### src/rtl/universal_shift_register_if.sv
// Command/data bundle for universal_shift_register.
// master drives commands; slave is the shift register.
interface universal_shift_register_if #(
   parameter int N  = 8,
   parameter int AW = $clog2(N) + 1
);
   logic          load;
   logic          start;
   logic          dir;
   logic [1:0]    mode;
   logic [AW-1:0] amt;
   logic [N-1:0]  data_in;
   logic          ser_in;
   logic [N-1:0]  q;
   logic          ser_out;
   logic          busy;
   logic          done;

   modport master (
      output load, start, dir, mode, amt, data_in, ser_in,
      input  q, ser_out, busy, done
   );

   modport slave (
      input  load, start, dir, mode, amt, data_in, ser_in,
      output q, ser_out, busy, done
   );
endinterface

### src/rtl/universal_shift_register.sv
// Load/shift/rotate register with shift-by-K command and busy/done handshake.
// Define SHIFT_BARREL_EN for single-edge barrel execution.
module universal_shift_register #(
   parameter int N = 8
) (
   input logic clk,
   input logic rst,
   universal_shift_register_if.slave bus
);
   localparam int AW = $clog2(N) + 1;
   localparam logic [AW-1:0] NMAX = AW'(N);

   logic [N-1:0]  q_r;
   logic          so_r;
   logic          done_r;
   logic [AW-1:0] k;
   logic [N:0]    nxt;

   assign k = (bus.amt > NMAX) ? NMAX : bus.amt;

   // Returns {bit shifted out, new register value} for a single step.
   function automatic logic [N:0] step(
      input logic [N-1:0] v,
      input logic         d,
      input logic [1:0]   m,
      input logic         si
   );
      logic fill;
      logic so;
      so = d ? v[0] : v[N-1];
      unique case (1'b1)
         (m == 2'b01): fill = d ? v[N-1] : 1'b0;
         (m == 2'b10): fill = so;
         default:      fill = si;
      endcase
      if (d)
         step = {so, fill, v[N-1:1]};
      else
         step = {so, v[N-2:0], fill};
   endfunction

`ifdef SHIFT_BARREL_EN
   function automatic logic [N:0] barrel(
      input logic [N-1:0]  v,
      input logic          d,
      input logic [1:0]    m,
      input logic          si,
      input logic [AW-1:0] cnt,
      input logic          so
   );
      logic [N:0] r;
      r = {so, v};
      for (int i = 0; i < N; i++)
         if (AW'(i) < cnt)
            r = step(r[N-1:0], d, m, si);
      barrel = r;
   endfunction

   assign nxt = barrel(q_r, bus.dir, bus.mode, bus.ser_in, k, so_r);

   always_ff @(posedge clk or negedge rst) begin
      if (!rst) begin
         q_r    <= '0;
         so_r   <= 1'b0;
         done_r <= 1'b0;
      end else begin
         done_r <= 1'b0;
         if (bus.load) begin
            q_r <= bus.data_in;
         end else if (bus.start) begin
            {so_r, q_r} <= nxt;
            done_r      <= 1'b1;
         end
      end
   end

   assign bus.busy = 1'b0;
`else
   typedef enum logic {IDLE, SHIFT} state_t;

   state_t        state;
   logic          busy_r;
   logic [AW-1:0] cnt;
   logic          dir_r;
   logic [1:0]    mode_r;

   // ser_in is live during SHIFT so a serial stream can be clocked in.
   assign nxt = step(q_r, dir_r, mode_r, bus.ser_in);

   always_ff @(posedge clk or negedge rst) begin
      if (!rst) begin
         state  <= IDLE;
         q_r    <= '0;
         so_r   <= 1'b0;
         busy_r <= 1'b0;
         done_r <= 1'b0;
         cnt    <= '0;
         dir_r  <= 1'b0;
         mode_r <= 2'b00;
      end else begin
         done_r <= 1'b0;
         unique case (state)
            IDLE: begin
               if (bus.load) begin
                  q_r <= bus.data_in;
               end else if (bus.start) begin
                  if (k == '0) begin
                     done_r <= 1'b1;
                  end else begin
                     dir_r  <= bus.dir;
                     mode_r <= bus.mode;
                     cnt    <= k;
                     busy_r <= 1'b1;
                     state  <= SHIFT;
                  end
               end
            end
            SHIFT: begin
               {so_r, q_r} <= nxt;
               cnt         <= cnt - AW'(1);
               if (cnt == AW'(1)) begin
                  busy_r <= 1'b0;
                  done_r <= 1'b1;
                  state  <= IDLE;
               end
            end
            default: state <= IDLE;
         endcase
      end
   end

   assign bus.busy = busy_r;
`endif

   assign bus.q       = q_r;
   assign bus.ser_out = so_r;
   assign bus.done    = done_r;
endmodule

### src/flat_wrapper.sv
// flat-port wrapper written by rule: the top's interface ports become plain ports
module universal_shift_register_flat 
#(
   parameter int N = 8
)
  (clk, rst, bus_load, bus_start, bus_dir, bus_mode, bus_amt, bus_data_in, bus_ser_in, bus_q, bus_ser_out, bus_busy, bus_done);
  universal_shift_register_if #(.N(N)) bus_i ();
  input logic clk;
  input logic rst;
  input wire logic [$bits(bus_i.load)-1:0] bus_load;
  input wire logic [$bits(bus_i.start)-1:0] bus_start;
  input wire logic [$bits(bus_i.dir)-1:0] bus_dir;
  input wire logic [$bits(bus_i.mode)-1:0] bus_mode;
  input wire logic [$bits(bus_i.amt)-1:0] bus_amt;
  input wire logic [$bits(bus_i.data_in)-1:0] bus_data_in;
  input wire logic [$bits(bus_i.ser_in)-1:0] bus_ser_in;
  output wire logic [$bits(bus_i.q)-1:0] bus_q;
  output wire logic [$bits(bus_i.ser_out)-1:0] bus_ser_out;
  output wire logic [$bits(bus_i.busy)-1:0] bus_busy;
  output wire logic [$bits(bus_i.done)-1:0] bus_done;
  assign bus_i.load = bus_load;
  assign bus_i.start = bus_start;
  assign bus_i.dir = bus_dir;
  assign bus_i.mode = bus_mode;
  assign bus_i.amt = bus_amt;
  assign bus_i.data_in = bus_data_in;
  assign bus_i.ser_in = bus_ser_in;
  assign bus_q = bus_i.q;
  assign bus_ser_out = bus_i.ser_out;
  assign bus_busy = bus_i.busy;
  assign bus_done = bus_i.done;
  universal_shift_register #(.N(N)) u_core (.clk(clk), .rst(rst), .bus(bus_i));
endmodule
### config.mk
export PLATFORM = sky130hd
export DESIGN_NAME = universal_shift_register_flat
export DESIGN_NICKNAME = d
export VERILOG_FILES = /design/src/rtl/universal_shift_register_if.sv /design/src/rtl/universal_shift_register.sv /design/src/flat_wrapper.sv
export SDC_FILE = /design/constraint.sdc
export NUM_CORES = 1
export LEC_CHECK = 0
export ABC_AREA = 1
export BUFFER_PORTS_ARGS = -buffer_cell sky130_fd_sc_hd__buf_2
export CAP_MARGIN = 20
export CORE_AREA = 2 2 60 48
export DETAILED_ROUTE_END_ITERATION = 8
export DIE_AREA = 0 0 62 50
export PLACE_DENSITY = 0.79
export SLEW_MARGIN = 20
export SYNTH_ARGS = -nofsm -noshare
export SYNTH_HDL_FRONTEND = slang
export SYNTH_SLANG_ARGS = --single-unit
### constraint.sdc
create_clock -name clk -period 1.4 [get_ports clk]
set_clock_uncertainty 0.2 [all_clocks]
set_input_delay 0.21 -clock clk [delete_from_list [all_inputs] [get_ports clk]]
set_output_delay 0.21 -clock clk [all_outputs]
set_load 0.02 [all_outputs]
---- Word-level counts from Yosys, hierarchy flattened ----
Cells that the tools add are included.
operators by class
  add/subtract/negate cells ............... 1
  bitwise operators ....................... 3
  reductions and logical operators ........ 4
  eq/ne operators ......................... 8
  multiplexer cells ....................... 26
  magnitude comparators ................... 1
operator list
  kind                   number
  $mux W4                4
  $mux W8                2
  $pmux W8 S2            1
  $mux W1                14
  $ne A2 B2 Y1 const B   5
  $pmux W1 S2            4
  $pmux W4 S2            1
  $reduce_and A4 Y1      2
  $eq A4 B1 Y1 const B   1
  $gt A4 B4 Y1 const B   1
  $logic_not A4 Y1       1
  $sub A4 B1 Y4 const B  1
  $not A1 Y1             3
  $reduce_and A3 Y1      1
  $eq A2 B1 Y1 const B   1
  $eq A2 B2 Y1 const B   1
storage, ports and cells
  bits of input ports ..................... 20
  register bits after elaboration ......... 19
  output and inout bits ................... 11

---- Longest topological paths before layout ----
Gate-level depths: netlist of run 1.
  word-level depth ........................ 7
  mapped depth ............................ 10
  depth with buffers taken out ............ 10

---- Worst setup path before layout of run 1 ----
No wires, ideal clock.
  path type ............................... register to register
  start ................................... register u_core.mode_r[0]
  end ..................................... register u_core.q_r[7], in the netlist u_core.bus.q[7]
  path slack .............................. -0.042 ns
  cell stages (with the launch flop) ...... 9
  arrival time ............................ 1.126 ns
  period minus slack after synthesis ...... 1.442 ns
  cell sequence ........................... dfrtp_1 > inv_1 > ha_1 > inv_1 > or2_2 > nand2_1 > nand2_1 > nand2_1 > nand2_1
on the way
  word-level cells in the longest chain between the ends .. 4
ends and longest elaborated chain
  what                                                 line                                                            text
  from (decl)                                          universal_shift_register.sv:85                                  logic [1:0] mode_r;
  from (signal assigned)                               universal_shift_register.sv:111                                 mode_r <= bus.mode;
  $eq A2 B2 Y1 / $eq A2 B1 Y1 (equally long branches)  universal_shift_register.sv:33, universal_shift_register.sv:32
  $pmux W1 S2 (*)                                      universal_shift_register.sv:31                                  unique case (1'b1)
  $mux W8 (*)                                          universal_shift_register.sv:36                                  if (d)
  $pmux W8 S2 (*)                                      universal_shift_register.sv:102                                 unique case (state)
  to (signal assigned)                                 universal_shift_register.sv:105                                 q_r <= bus.data_in;
  to (signal assigned)                                 universal_shift_register.sv:119                                 {so_r, q_r} <= nxt;
  to (decl)                                            universal_shift_register.sv:13                                  logic [N-1:0] q_r;
Mark *: on every way between the ends. The rest lies on a longest branch, timed or not.
A chain may end at the register's enable or synchronous reset.

---- Final worst setup path of run 1 ----
  start ................................... register u_core.mode_r[1]
  end ..................................... register u_core.q_r[7], in the netlist u_core.bus.q[7]
Same word-level chain as after synthesis.

==> results.toml, run 1 <==
[floorplanning]
die_h_um = 50
io_pins = 31
coreArea_um2 = 2500
rows = 16
die_w_um = 62
initial_core_util_pct = 43.4
die_area_um2 = 3100

[logic_synthesis]
seq_area_frac_synth_pct = 43.8
synth_top_area_share_pct = 43.8
synth_area_um2 = 1090
synth_area_leaders = "dfrtp_1, nand2_1, inv_1, o21ai_0, ha_1"
yosys.area.top_type = "dfrtp_1"
syn_nets = 164
synth.distinct_cells = 20
syn_inst = 140
synth_area_per_cell_um2 = 7.76
yosys_warnings = 0
ys_seq_elements = 19

[cts]
tritoncts = "yes"
root_buffer = "clkbuf_4"
clkTransAtPathRegs_ns = 0.11
clk_latency_ns = 0.30
numCtsBuffers = 3
htree_levels = 1
clockBufferDepth = 2
cts.sinks = 19

[sta]
rsz0062_at_grt = "yes"
period_share_pct = 104
setup_viol = 2
tightest_slew_ns = 0.423
fin_ws_ns = -0.0522
period_needed_ns = 1.45
relSlewSlack_pct = 71.8
slew_viol_final = 0
timing.fmax_mhz = 689
hold_viol_final = 0

[detailed_routing]
drt-pass1-iter-count = 4
ant_nets = 0
post-route-drc-count = 0
routed_wl_um = 2650
via_per_inst = 4.88
wl_per_cell_um = 11.7
first_iter_violations = 43
via_count = 1108

[global_routing]
grt_remaining_overflow = 0
grt_start_max_net_pins = 20
antenna_found_initial = 0
grt_pass1_wl_um = 4380
grt_pass1_vias = 1015
grt_usage_pct = 19.1

[critical_path]
setup.worst_path.end_class = "register"
worstSetupPathType = "register to register"
rr_worst_depth = 7
crit-reg2reg-capture = "u_core.bus.q[7]$_DFFE_PN0P_"
cp-start-kind = "register"
critPathMaxFanout = 2
reg2reg_slack_ns = -0.05
arrival_ns = 1.46
required_ns = 1.41
r2r-start = "u_core.mode_r[1]$_DFFE_PN0P_"

[placement]
io_buffers = 30
dp_hpwl_um = 1960
gp_congestion = 0.801
dpl_cell_area_um2 = 1310
preCtsSetupSlack_ns = -0.0445

[layout]
diodes = 0
drive_gt1_share_pct = 33.5
syn2layout_area_growth_pct = 42.5
fillers = 226
final_cell_area_um2 = 1550
mostFrequentLayoutCells = "nand2_1, buf_2, inv_1"
utilization_pct = 61.9
final_nets = 216

[power_and_ir_drop]
comb_power_share_pct = 59.6
swShare_pct = 46.2
switchingPower_mw = 1.53
p_int_mw = 1.78
ir_drop_mv = 1.13
clock_power_share_pct = 8.4
finalPower_mw = 3.31
cellPowerDensity_nw_per_um2 = 2140
seq_power_share_pct = 32.0
p_leak_nw = 0.784

[worst_hold_path]
worstHoldPathCells = 3
hold_start = "bus_data_in[3]"
min_to = "u_core.bus.q[3]$_DFFE_PN0P_"
hold_path_class = "input port to register"

[flow_run]
maxCapViolations = 0

[status]
violations = "negative setup slack"
status = "finished, violations left"
flip-flops by register name, indices dropped and copies added, names as in the netlist:
register / cells
u_core.bus.busy: 1
u_core.state: 1
u_core.bus.ser_out: 1
u_core.bus.q: 8
u_core.mode_r: 2
u_core.dir_r: 1
u_core.bus.done: 1
u_core.cnt: 4
routing by layer:
layer	part of all wire, %	GRT usage, %
met4	1.1	4.26
met2	48	32.1
met3	6.7	5.25
met1	44	23.7
met5	0	0
cell type report:
class                      instances  area (µm²)  share of cell area [%]
timing repair buffer              51         343                    22.2
multi-input combinational         89         548                    35.4
clock buffer                       3        22.5                    1.46
clock inverter                     1        5.00                   0.323
inverter                          28         108                    6.95
tap                               36        45.0                    2.91
sequential                        19         477                    30.8
repair_timing:
item / CTS / global route
pin swaps: 1 / 8
hold buffers: 11 / 0
resized for setup: 2 / 26
endpoints found under the hold margin: 29 / 0
endpoints found under the setup margin: 5 / 14
buffers inserted: 0 / 3
cell families after synthesis:
| kind of cell | synth area share (%) |
|---|---|
| simple gates | 19.8 |
| compound gates | 18.9 |
| buf+inv | 12.1 |
| flops | 43.8 |
| fa+ha+maj | 4.61 |
| xor+xnor | 0.807 |
cell usage after synthesis (all sizes together):
cell type and instances:
o21bai 1, nor2 4, buf 4, nor4 1, dfrtp 19, nand4 1
ha 4, a22oi 3, nor3 1, xnor2 1, o211ai 4, or2 1
o21ai 20, a21oi 9, nand3 6, nand2 33, inv 28
worst max path at each step:
stage                                       startpoint                     endpoint  slack [ns]  cells past startpoint
after floorplan           u_core.mode_r[0]$_DFFE_PN0P_  u_core.bus.q[7]$_DFFE_PN0P_        0.01                      8
after global placement    u_core.mode_r[1]$_DFFE_PN0P_  u_core.bus.q[7]$_DFFE_PN0P_       -0.02                      7
after detailed placement  u_core.mode_r[1]$_DFFE_PN0P_  u_core.bus.q[7]$_DFFE_PN0P_       -0.04                      7
after CTS                 u_core.mode_r[0]$_DFFE_PN0P_  u_core.bus.q[7]$_DFFE_PN0P_       -0.03                      8
after global routing      u_core.mode_r[1]$_DFFE_PN0P_  u_core.bus.q[7]$_DFFE_PN0P_       -0.10                      7
final                     u_core.mode_r[1]$_DFFE_PN0P_  u_core.bus.q[7]$_DFFE_PN0P_       -0.05                      7
power groups by stage:
stage                     logic [mW]  registers [mW]  clock network, mW
after global placement          1.64            1.03                  0
after global routing            2.20            1.10              0.326
final                           1.97            1.06              0.279
after detailed placement        1.72            1.05                  0
after floorplan                 1.01            1.21                  0
after CTS                       1.77            1.04              0.289
stage by stage:
| stage | hold WS [ns] | instances | TNS, ns |
|---|---|---|---|
| after detailed placement | -0.0303 | 209 | -0.0738 |
| after floorplan | -0.286 | 140 | 0 |
| after global placement | -0.0350 | 209 | -0.0236 |
| after CTS | 0.0268 | 224 | -0.0534 |
| final | 0.0451 | 227 | -0.0932 |
| after global routing | 0.0514 | 227 | -0.405 |
critical path, cell delays in order (launching register included):
cell and delay, ns:
dfrtp_1 0.43, ha_4 0.28, inv_2 0.03, or2_4 0.21
nand2_2 0.07, nand2_1 0.05, nand2_1 0.06, nand2_1 0.04
Power figures use the tool's default switching activity.
==> inputs of run 2 (changes only) <==
--- a/config.mk
+++ b/config.mk
@@ -12,6 +12,7 @@
 export DETAILED_ROUTE_END_ITERATION = 8
 export DIE_AREA = 0 0 62 50
 export PLACE_DENSITY = 0.79
+export SKIP_CTS_REPAIR_TIMING = 1
 export SLEW_MARGIN = 20
 export SYNTH_ARGS = -nofsm -noshare
 export SYNTH_HDL_FRONTEND = slang
==> results.toml, run 2 (same netlist as run 1, synthesis figures left out) <==
[status]
status = "finished, violations left"
violations = "negative setup slack"

[detailed_routing]
routed_wl_um = 2740
wl_per_cell_um = 12.2
via_per_inst = 4.79
via_count = 1077
post-route-drc-count = 0
first_iter_violations = 64
drt-pass1-iter-count = 4
ant_nets = 0

[sta]
setup_viol = 2
relSlewSlack_pct = 72.2
period_needed_ns = 1.45
period_share_pct = 104
whs_ns = 0.00200
tightest_slew_ns = 0.417
slew_viol_final = 0
timing.fmax_mhz = 689
fin_tns_setup_ns = -0.0894
fin_ws_ns = -0.0510
hold_viol_final = 0
rsz0062_at_grt = "yes"

[global_routing]
grt_remaining_overflow = 0
antenna_found_initial = 0
grt_pass1_wl_um = 4090
grt_pass1_vias = 956
grt_start_max_net_pins = 20
grt_usage_pct = 17.8

[critical_path]
critPathMaxFanout = 2
crit_buf_inv = 1
worstSetupPathType = "register to register"
crit_path_top_delay_cell = "dfrtp_1"
cp_common_cell = "nand2_1"
rr_worst_depth = 7
slowest_delay_ns = 0.42
cp-start-kind = "register"
required_ns = 1.41
worst-path-stages = 7
setup.worst_path.end_class = "register"
arrival_ns = 1.46
critPathTopFamily = "simple AND/OR/NAND/NOR gates"
path_cells = "ha_4 -> inv_2 -> or2_4 -> nand2_2 -> nand2_1 -> nand2_1 -> nand2_1"

[floorplanning]
die_h_um = 50
rows = 16
die_w_um = 62
io_pins = 31
coreArea_um2 = 2500
die_area_um2 = 3100
initial_core_util_pct = 43.4

[placement]
dpl_cell_area_um2 = 1310
dp_hpwl_um = 1960
gp_congestion = 0.801
io_buffers = 30

[layout]
diodes = 0
syn2layout_area_growth_pct = 40.2
layout.cells.most_common = "buf_2"
mostFrequentLayoutCells = "buf_2, nand2_1, inv_1"
final_nets = 214
final_cell_area_um2 = 1520
largest_reg_flops = 8
drive_gt1_share_pct = 35.4

[cts]
clkTransAtPathRegs_ns = 0.11
cts.sinks = 19
numCtsBuffers = 3
htree_levels = 1
tritoncts = "yes"
clk_latency_ns = 0.30
root_buffer = "clkbuf_4"
clockBufferDepth = 2

[worst_hold_path]
worstHoldPathCells = 5
hold_path_class = "input port to register"

[power_and_ir_drop]
ir_drop_mv = 1.13
cellPowerDensity_nw_per_um2 = 2170
p_leak_nw = 0.774

[flow_run]
maxCapViolations = 0
[run 2: changes by cell type in the layout (fill, tap and decap cells not counted), sizes merged]
cell	previous run	this run
dlygate4sd3	11	9
[run 2: per-stage QoR]
| step | setup WS, ns | power (mW) | instances | util, % |
|---|---|---|---|---|
| 2_1_floorplan | 0.0134 | 2.22 | 140 | - |
| 3_3_place_gp | -0.0152 | 2.68 | 209 | 52.3 |
| 3_5_place_dp | -0.0445 | 2.77 | 209 | 52.3 |
| 4_1_cts | -0.0482 | 3.05 | 213 | 53.4 |
| 5_1_grt | -0.115 | 3.61 | 225 | 60.9 |
| 6_report | -0.0510 | 3.30 | 225 | 60.9 |
[run 2: tightest hold or removal path, delay by kind of cell]
family | cells | cell delay, ns
buffers and inverters | 2 | 0.12
and+or+nand+nor | 2 | 0.09
AOI/OAI and AO/OA | 1 | 0.06
[run 2: final timing paths]
| kind | start | end | slack (ns) |
|---|---|---|---|
| worst max-delay path | u_core.mode_r[1]$_DFFE_PN0P_ | u_core.bus.q[7]$_DFFE_PN0P_ | -0.05 |
| worst max register to register | u_core.mode_r[1]$_DFFE_PN0P_ | u_core.bus.q[7]$_DFFE_PN0P_ | -0.05 |
| max in group asynchronous | rst | u_core.cnt[0]$_DFFE_PN0P_ | 0.51 |
| worst min-delay path | bus_data_in[0] | u_core.bus.q[0]$_DFFE_PN0P_ | 0.002 |
| worst min register to register | u_core.bus.ser_out$_DFFE_PN0P_ | u_core.bus.ser_out$_DFFE_PN0P_ | 0.32 |
| min in group asynchronous | rst | u_core.bus.busy$_DFFE_PN0P_ | 0.16 |
[run 2: final cells by class]
cell class | instances | area, µm²
clock buffers | 3 | 22.5
clock inverters | 1 | 5.00
fillers | 231 | 980
inverters | 28 | 108
multi-input cells | 89 | 547
flip-flops and latches | 19 | 477
well taps | 36 | 45.0
repair buffers | 49 | 319
[run 2: report_power, final]
| group | internal (mW) | total [mW] | switching [mW] |
|---|---|---|---|
| Sequential | 0.833 | 1.06 | 0.232 |
| Combinational | 0.823 | 1.96 | 1.14 |
| Clock | 0.107 | 0.274 | 0.167 |
[run 2: layer usage]
metal | track usage (%) | wire [µm] | vias up | part of all wire [%]
met5 | 0 | 0 | - | 0
met4 | 4.26 | 26 | 0 | 0.95
met3 | 5.25 | 148 | 4 | 5.4
met2 | 29.3 | 1370 | 32 | 50
met1 | 22.5 | 1200 | 493 | 44
li1 | - | - | 548 | -
